`config.mk`:
```
export PLATFORM = sky130hd
export DESIGN_NAME = tsbus_arbiter
export DESIGN_NICKNAME = d
export VERILOG_FILES = /design/src/rtl/tsbus_arbiter.sv
export SDC_FILE = /design/constraint.sdc
export NUM_CORES = 1
export LEC_CHECK = 0
export ABC_AREA = 1
export ABC_CLOCK_PERIOD_IN_PS = 2100
export BUFFER_PORTS_ARGS = -buffer_cell sky130_fd_sc_hd__buf_2
export CORE_UTILIZATION = 52
export CTS_CLUSTER_SIZE = 14
export DETAILED_ROUTE_END_ITERATION = 6
export PLACE_DENSITY = 0.75
export SLEW_MARGIN = 20
export SYNTH_ARGS = -nofsm -noshare
export SYNTH_HDL_FRONTEND = slang
export SYNTH_SLANG_ARGS = --single-unit
```
`constraint.sdc`:
```
create_clock -name clk -period 2.1 [get_ports clk]
set_input_delay 0.105 -clock clk [delete_from_list [all_inputs] [get_ports clk]]
set_output_delay 0.105 -clock clk [all_outputs]
set_load 0.01 [all_outputs]
```
`src/rtl/tsbus_arbiter.sv`:
```
// -----------------------------------------------------------------------------
// tsbus_arbiter
//
// Round-robin arbiter and enable sequencer for a shared tristate bus built
// from per-requester drivers (en ? a : 'z). One requester owns the bus at a
// time. Every change of ownership, including a re-grant to the same
// requester, is separated by one cycle with all enables low. This keeps two
// drivers from ever overlapping.
//
// Parameters
//   N         number of requesters (2..8)
//   MAX_HOLD  maximum consecutive grant cycles before a forced handover
//             (1..255). Only used when TSBUS_HOLD_LIMIT_EN is defined.
//   IW        owner index width, must equal $clog2(N)
//
// Ports
//   clk    in   1    rising-edge clock
//   rst    in   1    asynchronous, active-high reset
//   req    in   N    request vector, bit i = requester i wants the bus
//   gnt    out  N    registered one-hot-or-zero enable vector for the drivers
//   owner  out  IW   registered index of the current or most recent owner
//   busy   out  1    registered, high exactly when gnt is nonzero
//
// Build option
//   TSBUS_HOLD_LIMIT_EN  when defined, an owner that has held the bus for
//                        MAX_HOLD cycles is forced through a turnaround if
//                        any other requester is waiting. When undefined, the
//                        hold counter is not built and an owner keeps the bus
//                        until it drops its request.
//
// States
//   state | meaning
//   IDLE  | bus undriven, arbitrating every cycle
//   GRANT | one driver enabled, owner holds while its req stays high
//   TURN  | one-cycle all-off gap after a release, arbitrating for next owner
// -----------------------------------------------------------------------------
module tsbus_arbiter #(
  parameter int N        = 4,
  parameter int MAX_HOLD = 8,
  parameter int IW       = 2
) (
  input  logic          clk,
  input  logic          rst,
  input  logic [N-1:0]  req,
  output logic [N-1:0]  gnt,
  output logic [IW-1:0] owner,
  output logic          busy
);

  // Parameter legality is checked at elaboration. These branches produce no
  // hardware.
  if (N < 2 || N > 8) begin : g_bad_n
    $error("tsbus_arbiter: N must be in 2..8");
  end
  if (IW != $clog2(N)) begin : g_bad_iw
    $error("tsbus_arbiter: IW must equal $clog2(N)");
  end
  if (MAX_HOLD < 1 || MAX_HOLD > 255) begin : g_bad_hold
    $error("tsbus_arbiter: MAX_HOLD must be in 1..255");
  end

  typedef enum logic [1:0] {
    IDLE  = 2'd0,
    GRANT = 2'd1,
    TURN  = 2'd2
  } state_t;

  state_t        state, state_nxt;
  logic [IW-1:0] last, last_nxt;
  logic [IW-1:0] owner_nxt;
  logic [N-1:0]  gnt_nxt;
  logic          busy_nxt;

  // Round-robin pick. The search starts one past the pointer and wraps
  // around, so the pointer position itself is checked last.
  logic          pick_found;
  logic [IW-1:0] pick_idx;

  function automatic logic [IW:0] rr_pick(input logic [N-1:0]  r,
                                          input logic [IW-1:0] ptr);
    logic          found;
    logic [IW-1:0] idx;
    int            pos;
    found = 1'b0;
    idx   = ptr;
    for (int i = 1; i <= N; i++) begin
      pos = (int'(ptr) + i) % N;
      if (!found && r[pos]) begin
        found = 1'b1;
        idx   = IW'(pos);
      end
    end
    return {found, idx};
  endfunction

  always_comb begin
    {pick_found, pick_idx} = rr_pick(req, last);
  end

  // Requests from everyone except the current owner. Used to decide whether
  // a forced handover has anyone to hand over to.
  logic [N-1:0] owner_oh;
  logic         owner_req;
  logic         others_req;

  always_comb begin
    owner_oh   = N'(1) << owner;
    owner_req  = |(req & owner_oh);
    others_req = |(req & ~owner_oh);
  end

`ifdef TSBUS_HOLD_LIMIT_EN
  logic [7:0] hcnt, hcnt_nxt;
  logic       hold_expired;

  always_comb begin
    hold_expired = (hcnt == 8'(MAX_HOLD)) && others_req;
  end
`else
  // Without the hold limit, competing requests never affect the owner.
  logic unused_others;
  always_comb begin
    unused_others = others_req;
  end
`endif

  // ---------------------------------------------------------------------------
  // State register. The outputs are registered here as well, so gnt, owner and
  // busy change only on a clock edge or on reset.
  // ---------------------------------------------------------------------------
  always_ff @(posedge clk or posedge rst) begin
    if (rst) begin
      state <= IDLE;
      last  <= IW'(N - 1);
      owner <= '0;
      gnt   <= '0;
      busy  <= 1'b0;
`ifdef TSBUS_HOLD_LIMIT_EN
      hcnt  <= 8'd0;
`endif
    end else begin
      state <= state_nxt;
      last  <= last_nxt;
      owner <= owner_nxt;
      gnt   <= gnt_nxt;
      busy  <= busy_nxt;
`ifdef TSBUS_HOLD_LIMIT_EN
      hcnt  <= hcnt_nxt;
`endif
    end
  end

  // ---------------------------------------------------------------------------
  // Next-state logic
  // ---------------------------------------------------------------------------
  always_comb begin
    state_nxt = state;
    last_nxt  = last;
    owner_nxt = owner;
`ifdef TSBUS_HOLD_LIMIT_EN
    hcnt_nxt  = hcnt;
`endif
    unique case (state)
      IDLE, TURN: begin
        if (pick_found) begin
          state_nxt = GRANT;
          owner_nxt = pick_idx;
          last_nxt  = pick_idx;
`ifdef TSBUS_HOLD_LIMIT_EN
          hcnt_nxt  = 8'd1;
`endif
        end else begin
          state_nxt = IDLE;
        end
      end
      GRANT: begin
        if (!owner_req) begin
          state_nxt = TURN;
`ifdef TSBUS_HOLD_LIMIT_EN
        end else if (hold_expired) begin
          state_nxt = TURN;
        end else if (hcnt != 8'd255) begin
          hcnt_nxt  = hcnt + 8'd1;
`endif
        end
      end
      default: begin
        state_nxt = IDLE;
      end
    endcase
  end

  // ---------------------------------------------------------------------------
  // Output logic. The decode uses the next state so the registered outputs
  // line up with the state they describe.
  // ---------------------------------------------------------------------------
  always_comb begin
    gnt_nxt  = '0;
    busy_nxt = 1'b0;
    if (state_nxt == GRANT) begin
      gnt_nxt  = N'(1) << owner_nxt;
      busy_nxt = 1'b1;
    end
  end

endmodule

```
Yosys cells after proc, flatten, opt, wreduce, memory -nomap -nowiden

Index checks and enable logic that the tools add are counted.

Memory bits (read-only): 0
Register bits after elaboration: 11
Input port bits: 6
Memories: 0
Bits in writable memories: 0
Latch bits: 0
Output and inout bits: 7
Logic and storage cells: 64

Divide/modulo/power cells: 0
Equal/unequal tests: 3
Multiplexer cells: 27
Reduce and logical (&&, ||, !) cells: 14
$lt $le $gt $ge: 4
$mul: 0
Shift operators: 2
Add/subtract/negate cells: 4
Bitwise operators: 5

Operators by type and width:

| kind                  | count |
|---|---|
| $lt A3 B4 Y1 const B  | 4 |
| $mux W1               | 14 |
| $mux W2               | 7 |
| $reduce_or A2 Y1      | 5 |
| $bmux W1 S2           | 4 |
| $shl A1 B2 Y4 const A | 2 |
| $add A2 B1 Y2 const B | 2 |
| $add A2 B2 Y2 const B | 2 |
| $and A1 B1 Y1 const A | 4 |
| $and A4 B4 Y4         | 1 |
| $eq A2 B1 Y1 const B  | 2 |
| $mux W4               | 1 |
| $pmux W2 S2           | 1 |
| $reduce_or A4 Y1      | 1 |
| $logic_and A1 B1 Y1   | 3 |
| $logic_not A1 Y1      | 3 |
| $eq A2 B2 Y1 const B  | 1 |
| $logic_not A2 Y1      | 1 |
| $reduce_and A2 Y1     | 1 |

Longest topological paths before layout

Word-level depth: 20
Gate-level depth with buffers: 15
Mapped depth without buffers: 14

Worst setup path after synthesis

Ideal clock, no wire load.

Kind: reg2reg
Start: register last[0]
End: register gnt[1]
Arrival time: 1.417 ns
Path buffers: 1
Setup slack: 0.567 ns
Period minus slack after synthesis: 1.533 ns
Required time: 1.985 ns
Stages on the path, launching flop included: 15
Cells stage by stage: dfstp_2 buf_6 inv_8 nand2_2 nand2_2 nand2_1 nand2_2 nor2_4 nand3_2 nand2_4 inv_2 nand2_4 nand2_2 nand2_2 nor2_1

Longest elaborated chain between the ends: 18
Elaborated cells on any way between the ends: 37
Those cells by class: 4 x add/sub; 1 x eq/ne; 1 x shift; 25 x mux; 6 x reduce/logical

RTL lines:

| item                                       | RTL line | source |
|---|---|---|
| start: declaration                         | 69       | `logic [IW-1:0] last, last_nxt;` |
| start signal: assignment                   | 134      | `last <= IW'(N - 1);` |
| start signal: assignment                   | 143      | `last <= last_nxt;` |
| $add A2 B1 Y2                              | 87       | `pos = (int'(ptr) + i) % N;` |
| $bmux W1 S2                                | 88       | `if (!found && r[pos]) begin` |
| $mux W1 (not written as such) (2 in a row) | 88       |  |
| $mux W1                                    | 88       |  |
| $logic_not A1 Y1                           | 88       |  |
| $logic_and A1 B1 Y1                        | 88       |  |
| $mux W1                                    | 88       |  |
| $logic_not A1 Y1                           | 88       |  |
| [... 3 more ...]                           | -        |  |
| $logic_and A1 B1 Y1                        | 88       |  |
| $mux W2 or $mux W1 (tied branches)         | 88       |  |
| $mux W2 (*)                                | 165      | `if (pick_found) begin` |
| $mux W2 (*)                                | 163      | `unique case (state)` |
| via owner_nxt[0]                           | 70       | `logic [IW-1:0] owner_nxt;` |
| $shl A1 B2 Y4 (*)                          | 201      | `gnt_nxt = N'(1) << owner_nxt;` |
| $mux W4 (*)                                | 200      | `if (state_nxt == GRANT) begin` |
| via gnt_nxt[1]                             | 71       | `logic [N-1:0] gnt_nxt;` |
| end signal: assignment                     | 145      | `gnt <= gnt_nxt;` |
| end: declaration                           | 45       | `output logic [N-1:0] gnt,` |

Mark *: on every way through the listed nets, which the timed path passes. The rest lies on a longest branch. The select of a mux whose other input is x is not followed.
A chain may end at the register's enable or synchronous reset.

Final worst setup path

Same ends and word-level chain as after synthesis.

==> out/qor.yml <==
floorplan:
  fp.dieW_um: 39.3
  area_of_the_core_region_um2: 1300
  die_height_um: 39.3
  design.die.area_um2: 1540
  initial_core_util_pct: 55.6
  pin_count: 13
  num_rows: 13
timing:
  timing.final.crit_share_pct: 80.4
  timing.clock.skew_ns: 0.00586
  slew_violations: 0
  max_clock_freq_mhz: 592
  hold_violations: 0
  grt_setup_unrepaired: "no"
  setup_tns_ns: 0
  setup_viol_count_final: 0
  worst_slew_pin_slew_ns: 0.396
  finalCriticalPeriod_ns: 1.69
  worst_slew_margin_rel_pct: 73.6
detailed_routing:
  drt_pre_antenna_iters: 4
  antenna_left: 0
  vias_per_cell: 4.87
  dr.first_iter.drc_count: 9
  via_count_of_the_routed_design: 584
  remaining_design_rule_violation_count: 0
  routedWlPerCell_um: 10.3
  totalWireLength_mm: 1.23
cells_and_area:
  layout_common_cells: "sky130_fd_sc_hd__nand2_1 (21), sky130_fd_sc_hd__nand2_2 (12), sky130_fd_sc_hd__buf_2 (12), sky130_fd_sc_hd__inv_1 (9), sky130_fd_sc_hd__dfrtp_1 (9)"
  post_route_cells_drive_above_1_share_pct: 43.8
  finalCoreUtilization_pct: 63.0
  syn2layout_area_growth_pct: 13.3
  final.fill_count: 118
  nets: 112
  antenna_cells_inserted: 0
  mostFrequentLayoutCell: "sky130_fd_sc_hd__nand2_1"
outcome:
  status: "finished clean"
run:
  maxCapViolations: 0
worst_setup_path:
  setup.worst_path.class: "flip-flop to flip-flop"
  critical_path.slowest_cell: "sky130_fd_sc_hd__dfstp_2"
  timing.critical_path.from_type: "flip-flop"
  path_cells: "inv_8 -> nand2_2 -> nand2_2 -> nand2_1 -> nand2_2 -> nor2_4 -> nand3_2 -> nand2_4 -> inv_2 -> nand2_4 -> nand2_2 -> nand2_2 -> nor2_1"
  timing.critical_path.mode_cell: "sky130_fd_sc_hd__nand2_2"
  cpPeakStageDelay_ns: 0.67
  critical_path_s_top_delay_family: "simple AND/OR/NAND/NOR gates"
  cp.required_ns: 2.25
  crit_path_max_fanout: 9
  cp_data_arrival_time_ns: 1.84
  setup.worst_path.end_class: "flip-flop"
  critPathBufInv: 2
  ff2ff_path_depth: 13
  cp.depth: 13
grt:
  grt_first_pass_wirelength_mm: 2.12
  grt_antenna_before_repair: 0
  via_count_of_the_first_global_routing_pass: 550
  overflow: 0
  grt_start_max_net_pins: 12
  groute.usage.overall_pct: 20.8
yosys:
  ys_types: 22
  synthesis.yosys.warnings: 0
  synth_compound_gate_area_share_pct: 8.48
  mappedNetlistNets: 96
  synthMuxAreaShare_pct: 0
  postSynthAreaPerCell_um2: 8.04
  synth-seq-area-share_pct: 38.4
  combinational_family_with_the_most_area_after_synthesis: "simple AND/OR/NAND/NOR gates"
  synth-edff-count: 0
  dominantRegCellSynth: "sky130_fd_sc_hd__dfrtp_1"
  post_synth_xor_area_fraction_pct: 0
  mappedNetlistArea_um2: 723
  synth-async-reset-ratio_pct: 100
  post_synth_and_or_nand_nor_area_fraction_pct: 42.2
  ys_top_cells_by_area: "sky130_fd_sc_hd__dfrtp_1 (31%), sky130_fd_sc_hd__nand2_1 (11%), sky130_fd_sc_hd__nand2_2 (10%)"
  synth_largest_area_cell: "sky130_fd_sc_hd__dfrtp_1"
  postSynthCellCount: 90
  ys_seq_elements: 11
  synth_adder_area_share_pct: 0
  area_share_of_the_leading_cell_type_in_the_synthesized_netlist_pct: 31.1
clock_network:
  cts_root_buffer: "sky130_fd_sc_hd__clkbuf_4"
  clkSinkCount: 11
  cts-buffers-inserted: 3
  insertion_delay_ns: 0.26
  post_cts.resized_instances: 0
  ctsHtreeMaxLevel: 1
  cts_tree: "done"
  clock_path_buffers: 2
  worst_setup_hold_path_clk_slew_ns: 0.06
place:
  place.port_buffers: 12
  dp_hpwl_um: 984
  placer_congestion: 0.730
power_and_ir_drop:
  irDropWorstVdd_v: 0.000962
  power_per_cell_area_nw_per_um2: 1740
  leakage_uw: 0.000453
worst_hold_path:
  count_of_cells_along_the_worst_hold_path: 5
  timing.hold.worst.class: "input port to flip-flop"
==> sequential cells by signal, summed over array words and instances, names as in the netlist <==
signal  count
gnt         4
busy        1
owner       2
last        2
state       2
==> worst register-to-register path: stages, from the launching register on <==
cell,delay (ns)
sky130_fd_sc_hd__dfstp_2,0.67
sky130_fd_sc_hd__inv_8,0.08
sky130_fd_sc_hd__nand2_2,0.08
sky130_fd_sc_hd__nand2_2,0.06
sky130_fd_sc_hd__nand2_1,0.07
sky130_fd_sc_hd__nand2_2,0.07
sky130_fd_sc_hd__nor2_4,0.08
sky130_fd_sc_hd__nand3_2,0.09
sky130_fd_sc_hd__nand2_4,0.11
sky130_fd_sc_hd__inv_2,0.06
sky130_fd_sc_hd__nand2_4,0.06
sky130_fd_sc_hd__nand2_2,0.05
sky130_fd_sc_hd__nand2_2,0.06
sky130_fd_sc_hd__nor2_1,0.04
==> logic make-up after synthesis <==
| family | count (synthesis) |
|---|---|
| buffers and inverters | 16 |
| flip-flops | 11 |
| AND/OR/NAND/NOR | 53 |
| AO/OA/AOI/OAI | 10 |
==> area by class of cell <==
class / instances / area [µm²] / share of cell area (%)
sequential: 11 / 278 / 33.9
tap: 15 / 18.8 / 2.29
multi-input combinational: 63 / 367 / 44.7
timing repair buffer: 13 / 70.1 / 8.55
inverter: 14 / 60.1 / 7.33
clock buffer: 4 / 26.3 / 3.21
==> synthesized netlist by cell type, types with 2 or more instances <==
master                     n
sky130_fd_sc_hd__dfrtp_1   9
sky130_fd_sc_hd__dfstp_2   2
sky130_fd_sc_hd__inv_1     9
sky130_fd_sc_hd__inv_2     4
sky130_fd_sc_hd__nand2_1  21
sky130_fd_sc_hd__nand2_2  12
sky130_fd_sc_hd__nand2_4   6
sky130_fd_sc_hd__nand3_1   3
sky130_fd_sc_hd__nand3_2   2
sky130_fd_sc_hd__nor2_1    5
sky130_fd_sc_hd__o21ai_0   5
sky130_fd_sc_hd__or2_2     2
==> routing by layer <==
layer | vias to the layer above | GRT usage (%) | share of wire (%)
li1 | 307 | - | -
met1 | 265 | 24.3 | 45
met2 | 8 | 36.3 | 51
met3 | 4 | 3.41 | 1.9
met4 | 0 | 10.3 | 2.0
met5 | - | 0 | 0
==> stage by stage <==
step | std cells | hold slack (ns) | cell area (µm²) | worst slack (ns) | total power (µW)
6_report | 120 | 0.326 | 820 | 0.411 | 1420
5_1_grt | 120 | 0.349 | 820 | 0.298 | 1560
3_3_place_gp | 115 | 0.0991 | 783 | 0.441 | 1270
2_1_floorplan | 90 | -0.0440 | 723 | 0.567 | 1140
3_5_place_dp | 115 | 0.101 | 783 | 0.421 | 1290
4_1_cts | 120 | 0.321 | 820 | 0.415 | 1440
==> report_power, final <==
part           switching (µW)  internal, µW
Clock                    62.5          73.3
Sequential               97.0           325
Combinational             548           317
==> worst paths after layout <==
check	start	to	slack [ns]
worst max register to register	last[0]	gnt[1]	0.41
worst min-delay path	req[3]	last[1]	0.33
max in group asynchronous	rst	last[1]	1.41
min in group asynchronous	rst	gnt[0]	0.38
worst max-delay path	last[0]	gnt[1]	0.41
worst min register to register	state[1]	state[1]	0.52
==> repair_timing <==
| item | 4_1_cts | 5_1_grt |
|---|---|---|
| endpoints found under the hold margin | 9 | 0 |
| buffers inserted | 0 | 0 |
| hold buffers | 1 | 0 |
Power figures use the tool's default switching activity.
